$ cat src/rtl/tour_move_eval.sv
// tour_move_eval: evaluates an adjacent-swap or 2-opt move over four tour points.
// Two distance lanes (old path on A, new path on B) share the schedule; each lane
// is a 2-stage pipeline feeding its own cost accumulator.
module tour_move_eval #(
  parameter int COORD_W = 8,
  parameter int METRIC  = 0,
  parameter int SUM_W   = 2*COORD_W+3
) (
  input  logic                    clk,
  input  logic                    rst,
  input  logic                    in_valid,
  output logic                    in_ready,
  input  logic [1:0]              mode,
  input  logic [4*COORD_W-1:0]    px,
  input  logic [4*COORD_W-1:0]    py,
  output logic                    out_valid,
  input  logic                    out_ready,
  output logic [SUM_W-1:0]        cost_old,
  output logic [SUM_W-1:0]        cost_new,
  output logic signed [SUM_W:0]   delta,
  output logic                    improve,
  output logic                    err
);

  localparam int SEG_W = 2*COORD_W+1;

  typedef enum logic [1:0] {IDLE, ISSUE, DRAIN, DONE} state_t;

  state_t                 r_state;
  state_t                 w_state_nxt;
  logic [1:0]             r_cnt;
  logic                   r_twoopt;
  logic                   r_err;
  logic [4*COORD_W-1:0]   r_px;
  logic [4*COORD_W-1:0]   r_py;

  logic                   w_accept_in;
  logic                   w_accept_out;
  logic                   w_last_issue;
  logic                   w_vld_p0;
  logic [1:0]             w_a0, w_a1, w_b0, w_b1;

  logic [COORD_W-1:0]     r_dxa_p1, r_dya_p1, r_dxb_p1, r_dyb_p1;
  logic                   r_vld_p1;
  logic [SEG_W-1:0]       r_sega_p2, r_segb_p2;
  logic                   r_vld_p2;

  logic [SUM_W-1:0]       r_acc_old;
  logic [SUM_W-1:0]       r_acc_new;
  logic signed [SUM_W:0]  w_delta;

  function automatic logic [COORD_W-1:0] abs_diff(input logic [COORD_W-1:0] a,
                                                  input logic [COORD_W-1:0] b);
    return (a >= b) ? (a - b) : (b - a);
  endfunction

  // Segment cost; widened before the multiply so the square sum cannot wrap.
  function automatic logic [SEG_W-1:0] seg_cost(input logic [COORD_W-1:0] dx,
                                                input logic [COORD_W-1:0] dy);
    logic [SEG_W-1:0] ex;
    logic [SEG_W-1:0] ey;
    ex = SEG_W'(dx);
    ey = SEG_W'(dy);
    if (METRIC == 1) return ex + ey;
    else             return ex * ex + ey * ey;
  endfunction

  function automatic logic [COORD_W-1:0] pick(input logic [4*COORD_W-1:0] v,
                                              input logic [1:0] idx);
    return v[idx*COORD_W +: COORD_W];
  endfunction

  assign in_ready     = (r_state == IDLE) && !rst;
  assign out_valid    = (r_state == DONE) && !rst;
  assign w_accept_in  = in_valid && in_ready;
  assign w_accept_out = out_valid && out_ready;
  assign w_last_issue = r_twoopt ? (r_cnt == 2'd1) : (r_cnt == 2'd2);
  assign w_vld_p0     = (r_state == ISSUE);

  // Next-state logic for the move sequencer
  always_comb begin
    w_state_nxt = r_state;
    case (r_state)
      IDLE:  if (w_accept_in) w_state_nxt = mode[1] ? DONE : ISSUE;
      ISSUE: if (w_last_issue) w_state_nxt = DRAIN;
      DRAIN: if (r_cnt == 2'd1) w_state_nxt = DONE;
      DONE:  if (w_accept_out) w_state_nxt = IDLE;
      default: w_state_nxt = IDLE;
    endcase
  end

  // State register plus the per-state cycle counter
  always_ff @(posedge clk) begin
    if (rst) begin
      r_state <= IDLE;
      r_cnt   <= 2'd0;
    end else begin
      r_state <= w_state_nxt;
      if (w_state_nxt != r_state)                   r_cnt <= 2'd0;
      else if (r_state == ISSUE || r_state == DRAIN) r_cnt <= r_cnt + 2'd1;
    end
  end

  // Capture the move on accept; later input changes are ignored
  always_ff @(posedge clk) begin
    if (rst) begin
      r_err <= 1'b0;
    end else if (w_accept_in) begin
      r_px     <= px;
      r_py     <= py;
      r_twoopt <= mode[0];
      r_err    <= mode[1];
    end else if (w_accept_out) begin
      r_err <= 1'b0;
    end
  end

  // Segment schedule: lane A walks the current path, lane B the moved path
  always_comb begin
    w_a0 = 2'd0; w_a1 = 2'd1; w_b0 = 2'd0; w_b1 = 2'd2;
    case ({r_twoopt, r_cnt})
      3'b0_00: begin w_a0 = 2'd0; w_a1 = 2'd1; w_b0 = 2'd0; w_b1 = 2'd2; end
      3'b0_01: begin w_a0 = 2'd1; w_a1 = 2'd2; w_b0 = 2'd2; w_b1 = 2'd1; end
      3'b0_10: begin w_a0 = 2'd2; w_a1 = 2'd3; w_b0 = 2'd1; w_b1 = 2'd3; end
      3'b1_00: begin w_a0 = 2'd0; w_a1 = 2'd1; w_b0 = 2'd0; w_b1 = 2'd2; end
      3'b1_01: begin w_a0 = 2'd2; w_a1 = 2'd3; w_b0 = 2'd1; w_b1 = 2'd3; end
      default: ;
    endcase
  end

  // p0 -> p1: absolute coordinate differences for both lanes
  always_ff @(posedge clk) begin
    if (rst) begin
      r_vld_p1 <= 1'b0;
      r_dxa_p1 <= '0; r_dya_p1 <= '0; r_dxb_p1 <= '0; r_dyb_p1 <= '0;
    end else begin
      r_vld_p1 <= w_vld_p0;
      r_dxa_p1 <= abs_diff(pick(r_px, w_a0), pick(r_px, w_a1));
      r_dya_p1 <= abs_diff(pick(r_py, w_a0), pick(r_py, w_a1));
      r_dxb_p1 <= abs_diff(pick(r_px, w_b0), pick(r_px, w_b1));
      r_dyb_p1 <= abs_diff(pick(r_py, w_b0), pick(r_py, w_b1));
    end
  end

  // p1 -> p2: metric combine into a segment cost
  always_ff @(posedge clk) begin
    if (rst) begin
      r_vld_p2  <= 1'b0;
      r_sega_p2 <= '0;
      r_segb_p2 <= '0;
    end else begin
      r_vld_p2  <= r_vld_p1;
      r_sega_p2 <= seg_cost(r_dxa_p1, r_dya_p1);
      r_segb_p2 <= seg_cost(r_dxb_p1, r_dyb_p1);
    end
  end

  // p2 -> accumulators; cleared on reset and on every result accept
  always_ff @(posedge clk) begin
    if (rst || w_accept_out) begin
      r_acc_old <= '0;
      r_acc_new <= '0;
    end else if (r_vld_p2) begin
      r_acc_old <= r_acc_old + SUM_W'(r_sega_p2);
      r_acc_new <= r_acc_new + SUM_W'(r_segb_p2);
    end
  end

  // Result presentation, forced to zero whenever no result is being offered
  always_comb begin
    cost_old = out_valid ? r_acc_old : '0;
    cost_new = out_valid ? r_acc_new : '0;
    w_delta  = $signed({1'b0, cost_old}) - $signed({1'b0, cost_new});
    delta    = w_delta;
    improve  = out_valid && !w_delta[SUM_W] && (w_delta != '0);
    err      = out_valid && r_err;
  end

endmodule
$ cat config.mk
export PLATFORM = sky130hd
export DESIGN_NAME = tour_move_eval
export DESIGN_NICKNAME = d
export VERILOG_FILES = /design/src/rtl/tour_move_eval.sv
export SDC_FILE = /design/constraint.sdc
export NUM_CORES = 1
export LEC_CHECK = 0
export ABC_AREA = 1
export CORE_MARGIN = 10
export CORE_UTILIZATION = 62
export DETAILED_ROUTE_END_ITERATION = 10
export GPL_ROUTABILITY_DRIVEN = 0
export HOLD_SLACK_MARGIN = 0.1
export PLACE_DENSITY = 0.85
export SLEW_MARGIN = 0
export SYNTH_ARGS = -nofsm -noshare
export SYNTH_HDL_FRONTEND = slang
export SYNTH_SLANG_ARGS = --single-unit
$ cat constraint.sdc
create_clock -name clk -period 6.1 [get_ports clk]
set_input_delay 1.22 -clock clk [delete_from_list [all_inputs] [get_ports clk]]
set_output_delay 1.22 -clock clk [all_outputs]
set_load 0.02 [all_outputs]
[After elaboration in Yosys (flattened, before gate mapping)]
Cells that the tools add are included.
W data, S select, Z words.
Storage, ports and cells
  register bits: 176
  input port bits: 70
Cells by class
  reductions and logical operators: 17
  shift operators: 8
  mux-type cells: 19
  $lt $le $gt $ge: 4
  multiply operators: 4
  equality and inequality tests: 9
  bitwise logic cells: 1
  add/sub/neg operators: 14
Operators with widths (count)
  $shiftx A32 B6 Y8: 8
  $mul A8 B8 Y16: 4
  $sub A8 B8 Y8: 8
  $add A19 B17 Y19: 2
  $mux W19: 2
  $add A16 B16 Y17: 2
  $ge A8 B8 Y1: 4
  $mux W8: 4
  $reduce_bool A20 Y1: 1
  $sub A19 B19 Y20: 1
  $pmux W2 S2: 4
  $mux W2: 5
  $pmux W2 S4: 1
  $logic_and A1 B1 Y1: 7
  $eq A2 B2 Y1 const B: 3
  $eq A2 B1 Y1 const B: 2
  $reduce_or A2 Y1: 2
  $eq A3 B1 Y1 const B: 1
  $eq A3 B2 Y1 const B: 1
  $eq A3 B3 Y1 const B: 1
  $mux W1: 3
  $add A2 B1 Y2 const B: 1
  $logic_not A1 Y1: 2
  $logic_not A2 Y1: 1
  other kinds (5): 6

[Longest topological paths before layout]
  depth after elaboration: 7
  mapped depth: 24
  mapped depth without buffers: 23

[Least setup slack after synthesis]
No wires, ideal clock.
  kind: input port to output port
  start point: input rst
  end point: output improve
  arrival time: 4040 ps
  path slack: 840 ps
  path buffers: 2
  required time: 4880 ps
  stages on the path: 18
  cell sequence: buf_2 > inv_2 > nand2_4 > clkbuf_1 > nor2_1 > inv_1 > ha_1 > fa_1 > inv_1 > nand3_1 > nand2_1 > nand2_1 > nand2_1 > xor2_1 > nor2_1 > nand3_1 > nor2_1 > nor2_1
On the way
  elaborated cells on any way between the ends: 9
  those cells by class: add/sub: 1; mux: 2; reduce/logical: 6
RTL lines
  from (decl): RTL line 10  | input logic rst,
  $logic_not A1 Y1: RTL line 74  | assign out_valid = (r_state == DONE) && !rst;
  $logic_and A1 B1 Y1: RTL line 74
  $mux W19: RTL line 171  | cost_old = out_valid ? r_acc_old : '0;
  net cost_old[0]: RTL line 18  | output logic [SUM_W-1:0] cost_old,
  $sub A19 B19 Y20: RTL line 173  | w_delta = $signed({1'b0, cost_old}) - $signed({1'b0, cost_new});
  net delta[8]: RTL line 20  | output logic signed [SUM_W:0] delta,
  $reduce_bool A20 Y1: RTL line 175  | improve = out_valid && !w_delta[SUM_W] && (w_delta != '0);
  $logic_and A1 B1 Y1: RTL line 175
  to (decl): RTL line 21  | output logic improve,
The timed path passes the listed nets, and every way through them passes these cells.

[Worst setup path in the final report]
  start point: register r_dxb_p1[4]
  end point: register r_segb_p2[14]
On the way
  cells in the longest elaborated chain, start to end: 2
Ends and longest elaborated chain
  from (decl): RTL line 43  | logic [COORD_W-1:0] r_dxa_p1, r_dya_p1, r_dxb_p1, r_dyb_p1;
  from (signal assigned): RTL line 140  | r_dxb_p1 <= abs_diff(pick(r_px, w_b0), pick(r_px, w_b1));
  $mul A8 B8 Y16: RTL line 65  | else return ex * ex + ey * ey;
  $add A16 B16 Y17: RTL line 65
  to (signal assigned): RTL line 154  | r_segb_p2 <= seg_cost(r_dxb_p1, r_dyb_p1);
  to (decl): RTL line 45  | logic [SEG_W-1:0] r_sega_p2, r_segb_p2;
No other way between the ends.
A chain may end at the register's enable or synchronous reset.

==> metrics.txt <==
DR DRC count 0; cts bufs inserted 17; final WL roughly 48000 um; Die H a little under 200 um; Top FF cell, synth dfxtp_1; fillers about 2400; combinational family with the most area after synthesis adder cells; Yosys cell types 53; DRT antenna net count 0; Adder-Cell Fraction of Synth Area a little under a third; Seq/Total Area, Yosys between 20% and 30%; Hold Crit Depth 2; GRT Residual Overflow 0; dominant cells by area after synthesis fa_1, ha_1, dfxtp_1, inv_1, nand2_1; synthesized area a little under 0.02 mm^2; routed vias/inst around 5.5; post-synthesis xor/xnor area fraction 2.59%; worst hold slack approximately 0.41 ns; Rows between 60 and 70; Worst setup EP type flip-flop; diode count 0; slew margin rel. 21.7%; first-pass GRT wire length approximately 82000 um; Tmin final ~5.7 ns; post-synthesis async set-or-reset flop share 0%; antenna violations before repair 0; Layout Utilization a little over two thirds; Clock Latency Late Sink around 0.46 ns; number of synthesized flops with an enable pin between 60 and 70; pin count of the biggest net entering global routing between 60 and 70; share of cells above drive strength 1 under 10%; nets 3189; HP Start r_vld_p1; number of global-route vias before repair between 15000 and 20000; gr usage total 25.3%; post-DR wirelength/cell around 15 um; final hold viol count 0; reg-to-reg startpoint r_dxb_p1[4]; status finished clean; CTS tree yes; Clk Tree Root Cell clkbuf_16; R2R cell count 19; cts-stage hold buffer count 0; Yosys reg bits around 180; Post-Synth Simple-Gate Area around a fifth; Reg2Reg Capture Point r_segb_p2[14]; mux cell area share after synthesis 0%; post-route insts no fill 3138; Max Root-Sink Buffers 2; min-delay worst type flip-flop to flip-flop; final setup vio count 0; largest area contributor in the netlist fa_1; number of warnings issued by yosys 0; syn_nets approximately 3100; Compound-Gate Fraction of Synth Area 11.0%; max-slew violation count 0; DRT iter0 DRCs around 1200; # IOs about 130; final period utilization between 90% and 100%; H-tree levels 4; P&R area growth vs syn 10.9%; # port buffers around 130; Synth top area share around 17%; routed vias ~17000; Hold Path End r_vld_p2; Synth top cells by count inv_1, nand2_1, ha_1, nor2_1, fa_1; reg2reg setup slack between 0.3 and 0.4 ns; # clock sinks 176; postcts setup bufs 0; DP Cell Count between 3000 and 4000; DRT Pass-1 Iters 7; Setup TNS 0 ns; Worst Tran Pin Value 1.17 ns; Worst Path Max Fanout 10; Worst EP arrival roughly 6 ns; cell with the most instances after synthesis inv_1; skew final between 0.015 and 0.02 ns; Max Cap Viol 0; CP Class flip-flop to flip-flop; Initial Util a little over three fifths; die width ~200 um; area of the die 0.0392 mm^2; Core ar. 0.0314 mm^2; Avg Inst Size Synth approximately 7.4 um^2; unrepaired setup endpoints after global routing false; crit start category flip-flop; Max Freq ~0.17 GHz; worst endpoint required time around 6.5 ns; Post-Syn Instances ~2600; Post-CTS Resized 0; Clk pin slew, worst setup/hold paths 0.08 ns; post-DP HPWL 38700 um
[routing by layer]
layer | wire, um | GRT usage [%]
met5 | 0 | 0
met2 | 23900 | 45.3
met3 | 3110 | 4.01
met4 | 1720 | 10.6
met1 | 19500 | 29.5
[sequential cells by signal, indices dropped and copies added, names as in the netlist, 8 cells and up]
name,count
r_acc_new,19
r_py,32
r_dyb_p1,8
r_dya_p1,8
r_px,32
r_acc_old,19
r_dxa_p1,8
r_dxb_p1,8
r_segb_p2,17
r_sega_p2,17
[worst max-delay path: stages, from the launching register on]
cell and delay, ns:
dfxtp_1 0.53, nand2_1 0.14, fa_1 0.50, fa_1 0.52, inv_1 0.06, fa_1 0.49
fa_1 0.51, fa_1 0.57, inv_1 0.06, fa_1 0.55, inv_1 0.06, ha_1 0.37
nand2_1 0.13, o21ai_0 0.18, a21oi_1 0.09, o21ai_0 0.36, nand3_1 0.20, nand2_1 0.10
nand2_1 0.05, a21oi_1 0.14
[per-stage QoR]
step	worst slack [ns]	area, um^2
5_1_grt	0.0298	21800
4_1_cts	0.444	21800
3_5_place_dp	0.677	21100
2_1_floorplan	0.840	19600
6_report	0.378	21800
3_3_place_gp	0.815	21100
[placed cells by master (no fill, tap or decap), types with 11 or more instances in the layout]
master             n
nand2_1          541
fa_1             163
o21bai_1          21
a21oi_1          159
clkdlybuf4s50_1  130
nand4_1           11
a21o_1            20
edfxtp_1          65
xor2_1            33
nand3_1          107
inv_1            587
nor2_1           224
xnor2_1           25
ha_1             233
o21ai_0          111
dfxtp_1          111
nor3_1            34
or2_2             16
clkbuf_16         17
o211ai_1          15
[worst max path at each step]
| stage | startpoint | to | slack, ns |
|---|---|---|---|
| floorplan | rst | improve | 0.84 |
| global placement | r_dxb_p1[4] | r_segb_p2[14] | 0.82 |
| detailed placement | r_dxb_p1[4] | r_segb_p2[14] | 0.68 |
| CTS | r_dxb_p1[4] | r_segb_p2[14] | 0.44 |
| global route | r_dxb_p1[4] | r_segb_p2[14] | 0.03 |
| finish | r_dxb_p1[4] | r_segb_p2[14] | 0.38 |
[kinds of logic after synthesis]
group | count (synthesis)
AOI/OAI and AO/OA | 373
xor gates and xnor gates | 58
adders and majority gates | 396
buffers and inverters | 673
DFF | 176
and+or+nand+nor | 964
[cell type report]
cell class / instances / area, um^2 / share of cell area, %
clock inverters: 15 / 200 / 0.920
clock buffers: 17 / 425 / 1.95
repair buffers: 136 / 1340 / 6.17
multi-input cells: 1791 / 12900 / 59.1
well taps: 402 / 503 / 2.31
flip-flops and latches: 176 / 4170 / 19.2
inverters: 601 / 2270 / 10.4
Power is left out: the tool's default activity adds up to more than one toggle a clock period on the data nets, which glitch-free logic cannot reach.
